==> src/rtl/uart_tx_fifo_core_if.sv <==
// Write channel between the register slice and the UART TX FIFO.
interface uart_tx_fifo_core_if #(
    parameter int DATA_W = 8
);
    logic              wr_valid;
    logic              wr_ready;
    logic [DATA_W-1:0] wr_data;

    modport master (output wr_valid, output wr_data, input  wr_ready);
    modport slave  (input  wr_valid, input  wr_data, output wr_ready);
endinterface

==> src/rtl/uart_tx_fifo_core.sv <==
// UART transmitter with integrated TX FIFO: runtime character length,
// none/even/odd parity, 1/2 stop bits, back-to-back framing.
module uart_tx_fifo_core #(
    parameter int DATA_W     = 8,
    parameter int FIFO_DEPTH = 16,
    parameter int DIV_W      = 16
) (
    input  logic                        clk,
    input  logic                        rst,
    input  logic [DIV_W-1:0]            cfg_div,
    input  logic [3:0]                  cfg_dbits,
    input  logic [1:0]                  cfg_parity,
    input  logic                        cfg_stop2,
    input  logic                        tx_en,
    uart_tx_fifo_core_if.slave          wr,
    output logic                        txd,
    output logic                        busy,
    output logic                        tx_done,
    output logic [$clog2(FIFO_DEPTH):0] fifo_level
);
    localparam int AW = $clog2(FIFO_DEPTH);
    localparam int LW = AW + 1;

    typedef enum logic [2:0] {IDLE, START, DATA, PARITY, STOP} state_t;

    // Configuration captured when a frame starts; held for the whole frame.
    typedef struct packed {
        logic [DIV_W-1:0] div;
        logic [3:0]       dbits;
        logic [1:0]       parity;
        logic             stop2;
    } frame_cfg_t;

    // ---------------- FIFO ----------------
    logic [DATA_W-1:0] mem [FIFO_DEPTH];
    logic [AW-1:0]     wr_ptr_q, rd_ptr_q;
    logic [LW-1:0]     level_q;
    logic              push, pop;

    // No bypass: a full FIFO refuses writes even when a pop is under way.
    assign wr.wr_ready = !rst && (level_q != LW'(FIFO_DEPTH));
    assign push        = wr.wr_valid && wr.wr_ready;
    assign fifo_level  = level_q;

    // Storage array; contents need no reset since level_q guards reads.
    always_ff @(posedge clk) begin
        if (push) mem[wr_ptr_q] <= wr.wr_data;
    end

    // Pointers wrap naturally (power-of-2 depth); level tracks occupancy.
    always_ff @(posedge clk) begin
        if (rst) begin
            wr_ptr_q <= '0;
            rd_ptr_q <= '0;
            level_q  <= '0;
        end else begin
            if (push) wr_ptr_q <= wr_ptr_q + AW'(1);
            if (pop)  rd_ptr_q <= rd_ptr_q + AW'(1);
            case ({push, pop})
                2'b10:   level_q <= level_q + LW'(1);
                2'b01:   level_q <= level_q - LW'(1);
                default: ;
            endcase
        end
    end

    // Head entry masked to the requested width, so upper bits never reach
    // the line or the parity calculation.
    logic [DATA_W-1:0] head, mask;
    logic [3:0]        dbits_eff;

    // Clamp illegal character lengths to DATA_W and build the data mask.
    always_comb begin
        dbits_eff = (cfg_dbits >= 4'd5 && cfg_dbits <= 4'(DATA_W)) ? cfg_dbits : 4'(DATA_W);
        mask = '0;
        for (int i = 0; i < DATA_W; i++) mask[i] = (i < int'(dbits_eff));
        head = mem[rd_ptr_q] & mask;
    end

    // ---------------- Transmit FSM ----------------
    state_t            state_q, state_d;
    frame_cfg_t        cfg_q;
    logic [DATA_W-1:0] shift_q;
    logic              par_q;
    logic [DIV_W-1:0]  cnt_q;
    logic [3:0]        bidx_q;
    logic              stop_q;
    logic              txd_q, busy_q, done_q;
    logic              txd_d, busy_d, done_d;
    logic              tick, bit_adv, stop_adv, par_en, par_bit, have_data;

    assign par_en    = (cfg_q.parity == 2'b01) || (cfg_q.parity == 2'b10);
    assign par_bit   = par_q ^ (cfg_q.parity == 2'b10);
    assign have_data = tx_en && (level_q != '0);

    // State register.
    always_ff @(posedge clk) begin
        if (rst) state_q <= IDLE;
        else     state_q <= state_d;
    end

    // Next state and next (registered) line outputs.
    always_comb begin
        state_d  = state_q;
        txd_d    = txd_q;
        busy_d   = busy_q;
        done_d   = 1'b0;
        pop      = 1'b0;
        bit_adv  = 1'b0;
        stop_adv = 1'b0;
        tick     = (cnt_q == cfg_q.div);
        case (state_q)
            IDLE: begin
                if (have_data) begin
                    state_d = START;
                    pop     = 1'b1;
                    txd_d   = 1'b0;
                    busy_d  = 1'b1;
                end
            end
            START: begin
                if (tick) begin
                    state_d = DATA;
                    txd_d   = shift_q[0];
                end
            end
            DATA: begin
                if (tick) begin
                    if (bidx_q == cfg_q.dbits - 4'd1) begin
                        state_d = par_en ? PARITY : STOP;
                        txd_d   = par_en ? par_bit : 1'b1;
                    end else begin
                        bit_adv = 1'b1;
                        txd_d   = shift_q[1];
                    end
                end
            end
            PARITY: begin
                if (tick) begin
                    state_d = STOP;
                    txd_d   = 1'b1;
                end
            end
            STOP: begin
                if (tick) begin
                    if (stop_q == cfg_q.stop2) begin
                        done_d = 1'b1;
                        // Chain straight into the next start bit when possible.
                        if (have_data) begin
                            state_d = START;
                            pop     = 1'b1;
                            txd_d   = 1'b0;
                        end else begin
                            state_d = IDLE;
                            txd_d   = 1'b1;
                            busy_d  = 1'b0;
                        end
                    end else begin
                        stop_adv = 1'b1;
                    end
                end
            end
            default: begin
                state_d = IDLE;
                txd_d   = 1'b1;
                busy_d  = 1'b0;
            end
        endcase
    end

    // Frame datapath: bit timer, shifter, frame config and output registers.
    always_ff @(posedge clk) begin
        if (rst) begin
            txd_q   <= 1'b1;
            busy_q  <= 1'b0;
            done_q  <= 1'b0;
            cnt_q   <= '0;
            bidx_q  <= '0;
            stop_q  <= 1'b0;
            shift_q <= '0;
            par_q   <= 1'b0;
            cfg_q   <= '0;
        end else begin
            txd_q  <= txd_d;
            busy_q <= busy_d;
            done_q <= done_d;
            cnt_q  <= (state_q == IDLE || tick) ? '0 : cnt_q + DIV_W'(1);
            if (pop) begin
                shift_q <= head;
                par_q   <= ^head;
                bidx_q  <= '0;
                stop_q  <= 1'b0;
                cfg_q   <= '{div: cfg_div, dbits: dbits_eff, parity: cfg_parity, stop2: cfg_stop2};
            end else begin
                if (bit_adv) begin
                    shift_q <= shift_q >> 1;
                    bidx_q  <= bidx_q + 4'd1;
                end
                if (stop_adv) stop_q <= 1'b1;
            end
        end
    end

    assign txd     = txd_q;
    assign busy    = busy_q;
    assign tx_done = done_q;
endmodule

==> src/flat_wrapper.sv <==
// flat-port wrapper written by rule: the top's interface ports become plain ports
module uart_tx_fifo_core_flat 
#(
    parameter int DATA_W     = 8,
    parameter int FIFO_DEPTH = 16,
    parameter int DIV_W      = 16
)
  (clk, rst, cfg_div, cfg_dbits, cfg_parity, cfg_stop2, tx_en, txd, busy, tx_done, fifo_level, wr_wr_valid, wr_wr_data, wr_wr_ready);
  uart_tx_fifo_core_if #(.DATA_W(DATA_W)) wr_i ();
  input  logic clk;
  input  logic rst;
  input  logic [DIV_W-1:0] cfg_div;
  input  logic [3:0] cfg_dbits;
  input  logic [1:0] cfg_parity;
  input  logic cfg_stop2;
  input  logic tx_en;
  output logic txd;
  output logic busy;
  output logic tx_done;
  output logic [$clog2(FIFO_DEPTH):0] fifo_level;
  input wire logic [$bits(wr_i.wr_valid)-1:0] wr_wr_valid;
  input wire logic [$bits(wr_i.wr_data)-1:0] wr_wr_data;
  output wire logic [$bits(wr_i.wr_ready)-1:0] wr_wr_ready;
  assign wr_i.wr_valid = wr_wr_valid;
  assign wr_i.wr_data = wr_wr_data;
  assign wr_wr_ready = wr_i.wr_ready;
  uart_tx_fifo_core #(.DATA_W(DATA_W), .FIFO_DEPTH(FIFO_DEPTH), .DIV_W(DIV_W)) u_core (.clk(clk), .rst(rst), .cfg_div(cfg_div), .cfg_dbits(cfg_dbits), .cfg_parity(cfg_parity), .cfg_stop2(cfg_stop2), .tx_en(tx_en), .wr(wr_i), .txd(txd), .busy(busy), .tx_done(tx_done), .fifo_level(fifo_level));
endmodule
==> config.mk <==
export PLATFORM = sky130hd
export DESIGN_NAME = uart_tx_fifo_core_flat
export DESIGN_NICKNAME = d
export VERILOG_FILES = /design/src/rtl/uart_tx_fifo_core_if.sv /design/src/rtl/uart_tx_fifo_core.sv /design/src/flat_wrapper.sv
export SDC_FILE = /design/constraint.sdc
export NUM_CORES = 1
export LEC_CHECK = 0
export BUFFER_PORTS_ARGS = -buffer_cell sky130_fd_sc_hd__buf_4
export CORE_MARGIN = 4
export CORE_UTILIZATION = 44
export CTS_CLUSTER_SIZE = 28
export DETAILED_ROUTE_END_ITERATION = 12
export GPL_TIMING_DRIVEN = 1
export PLACE_DENSITY = 0.6
export SYNTH_ARGS = -nofsm -noshare
export SYNTH_HDL_FRONTEND = slang
export SYNTH_SLANG_ARGS = --single-unit
==> constraint.sdc <==
create_clock -name clk -period 11 [get_ports clk]
set_input_delay 3.3 -clock clk [delete_from_list [all_inputs] [get_ports clk]]
set_output_delay 3.3 -clock clk [all_outputs]
set_load 0.02 [all_outputs]
==> run summary <==
IO buf count: 43
Clk_skew: 0.0210 ns
Final wirelength: 17300 um
Root buffer cell: clkbuf_16
Initial core utilization: 0.447
Crit Path Max Fanout: 60
Layout cells sized above 1: 0.128
Met3 wire length: 1010 um
Synth Area in Compound Gates: 0.0610
Clock sinks: 204
DIE AREA: 22100 um2
Final-report hold violation count: 0
Area share of the largest cell type after synthesis: 0.442
Gate power share: 0.263
Resized Gates After CTS: 0
Hold Path Class: register to register
PwrDens: 226 nW/um2
IR drop worst, VDD: 0.128 mV
Synth Register Bits: 204
Gpl congestion: 0.778
Syn_nets: 726
Synth area leaders: edfxtp_1, dfxtp_1, mux4_1
Post-synthesis mux area share: 0.0931
Achievable Freq: 0.135 GHz
Ys flop type: edfxtp_1
Final setup fails: 0
Layout area overhead: 14.2%
Setup TNS: 0 ns
Simple-Gate Fraction of Synth Area: 0.123
Post-layout power: 2240 uW
Worst EP arrival: 4.09 ns
Clk pwr share: 0.326
# hold bufs at CTS: 0
Wire length on met1: 7180 um
Max Transition Viols Final: 0
Die height: 149 um
Post-synth top cells: edfxtp_1, nand2_1, dfxtp_1, nor2_1, a21oi_1
Num rows: 51
Max_cap viols: 0
Worst rel slew slack: 0.338
Post-synthesis sequential area ratio: 0.617
CP Launch Type: primary input
Syn Inst Count: 679
Clock Path Buffers: 3
Worst-Skew Late Latency: 0.51 ns
CP Class: primary input to output port
Inserted Diodes: 0
Largest family of logic cells by synthesized area: simple AND/OR/NAND/NOR gates
Remaining DRCs: 0
Clock transition at path regs: 0.06 ns
Post-synth ARST share: 0
Top-count cell post-synth: edfxtp_1
Sw power: 672 uW
Flop pwr share: 0.411
Syn Area/Cell: 12.8 um2
Outcome: finished clean
Worst slew pin tran: 0.989 ns
Fin crit period: 7.39 ns
Netlist Area Pre-Place: 8700 um2
CTS tree: built
Ys Warns: 0
Post-synth EDFFs: 128
Final net count: 766
Initial antenna violation count: 0
Post-DP HPWL: 11200 um
Pre-antenna DRT Iters: 4
Leak Pwr: 0.00330 uW
H-tree depth: 1
Synth Area in XOR/XNOR: 0.0586
Number of global-route vias before repair: 5233
Unique cell type count in the Yosys netlist: 53
Switching Fraction: 0.300
Core footprint: 19500 um2
Int Pwr: 1570 uW
DR vias/cell: 5.26
Critical path required time: 7.70 ns
Post-CTS Setup Bufs: 0
Post-Synth Adder-Cell Area: 0.0173
Routed Antenna Nets: 0
Vias: 5267
RSZ-0062 raised after global routing: no
Yosys top cell by area: edfxtp_1
Min Hold Slack: 0.467 ns
Die Wd: 149 um
GRT overflow: 0
I/O pins: 44
Drt initial violations: 298
WL met2: 8770 um
Post-route clock period utilization: 0.672
CTS Buf Count: 23
Drt wl/cell: 17.3 um
Largest net degree at the start of global routing: 61
Critical path endpoint category: output port
First-pass GRT wire length: 27500 um
Tot GR Track Use: 0.156
Uppermost layer routed: met4
area by class of cell:
| class | count | area, um2 |
|---|---|---|
| fill | 1684 | 9540 |
| sequential | 204 | 5370 |
| multi-input combinational | 427 | 3070 |
| clock buffer | 27 | 591 |
| timing repair buffer | 51 | 383 |
| tap | 265 | 332 |
| clock inverter | 15 | 138 |
| inverter | 12 | 45.0 |
critical path, stage by stage:
cell     delay [ns]
buf_4          0.48
a31oi_1        0.11
buf_4          0.19
cells by family (layout without fill, tap and decap cells):
group,after synthesis,in the layout
mux,46,46
xor+xnor,55,55
fa+ha+maj,12,12
flops,204,204
simple gates,225,225
buf+inv,48,105
compound gates,89,89
state kept, by name, summed over array words and instances, names as in the netlist, named ones only:
register and count:
u_core.wr_ptr_q 4, u_core.state_q 3, u_core.fifo_level 5, u_core.tx_done 1, u_core.shift_q 8, u_core.cnt_q 16
u_core.par_q 1, u_core.cfg_q 23, u_core.bidx_q 4, u_core.stop_q 1, u_core.mem 128, u_core.busy 1
u_core.rd_ptr_q 4, u_core.txd 1
metal layers:
layer / global-route usage / vias to the layer above
li1: - / 2565
met1: 0.199 / 2548
met2: 0.277 / 130
met3: 0.0299 / 24
met4: 0.0383 / 0
met5: 0 / -
power groups by stage:
| stage | Sequential (uW) | Combinational [uW] | Clock [uW] |
|---|---|---|---|
| 3_3_place_gp | 933 | 579 | 0 |
| 4_1_cts | 920 | 596 | 750 |
| 2_1_floorplan | 934 | 472 | 0 |
| 5_1_grt | 929 | 649 | 785 |
| 6_report | 920 | 589 | 730 |
| 3_5_place_dp | 936 | 592 | 0 |
path summary, 6_finish.rpt:
check,startpoint,end,slack (ns),cells after the start
worst max register to register,u_core.cnt_q[4],u_core.fifo_level[4],7.31,15
worst min-delay path,u_core.cfg_q[15],u_core.cfg_q[15],0.47,2
worst max-delay path,rst,wr_wr_ready,3.61,3
worst min register to register,u_core.cfg_q[15],u_core.cfg_q[15],0.47,2
metrics by stage:
step,worst slack [ns],std cells,util,area (um2)
final,3.61,1001,0.510,9930
after CTS,3.58,1001,0.510,9930
after floorplan,3.87,679,-,8700
after global placement,3.60,959,0.473,9200
after detailed placement,3.57,959,0.473,9200
after global routing,3.51,1001,0.510,9930
placed cells by master (no fill, tap or decap), drive strengths merged, types with 9 or more instances in the layout:
cell	netlist	layout
a21oi	47	47
edfxtp	128	128
buf	16	51
clkinv	0	11
mux2i	22	22
xnor2	36	36
clkbuf	20	27
xor2	17	17
mux4	22	22
ha	12	12
nand3	30	30
nor3	12	12
nand4	9	9
inv	12	14
a22oi	14	14
nor2	48	48
dfxtp	76	76
nand2	79	79
o21ai	10	10
nand3b	10	10
(Power assumes the default switching activity.)
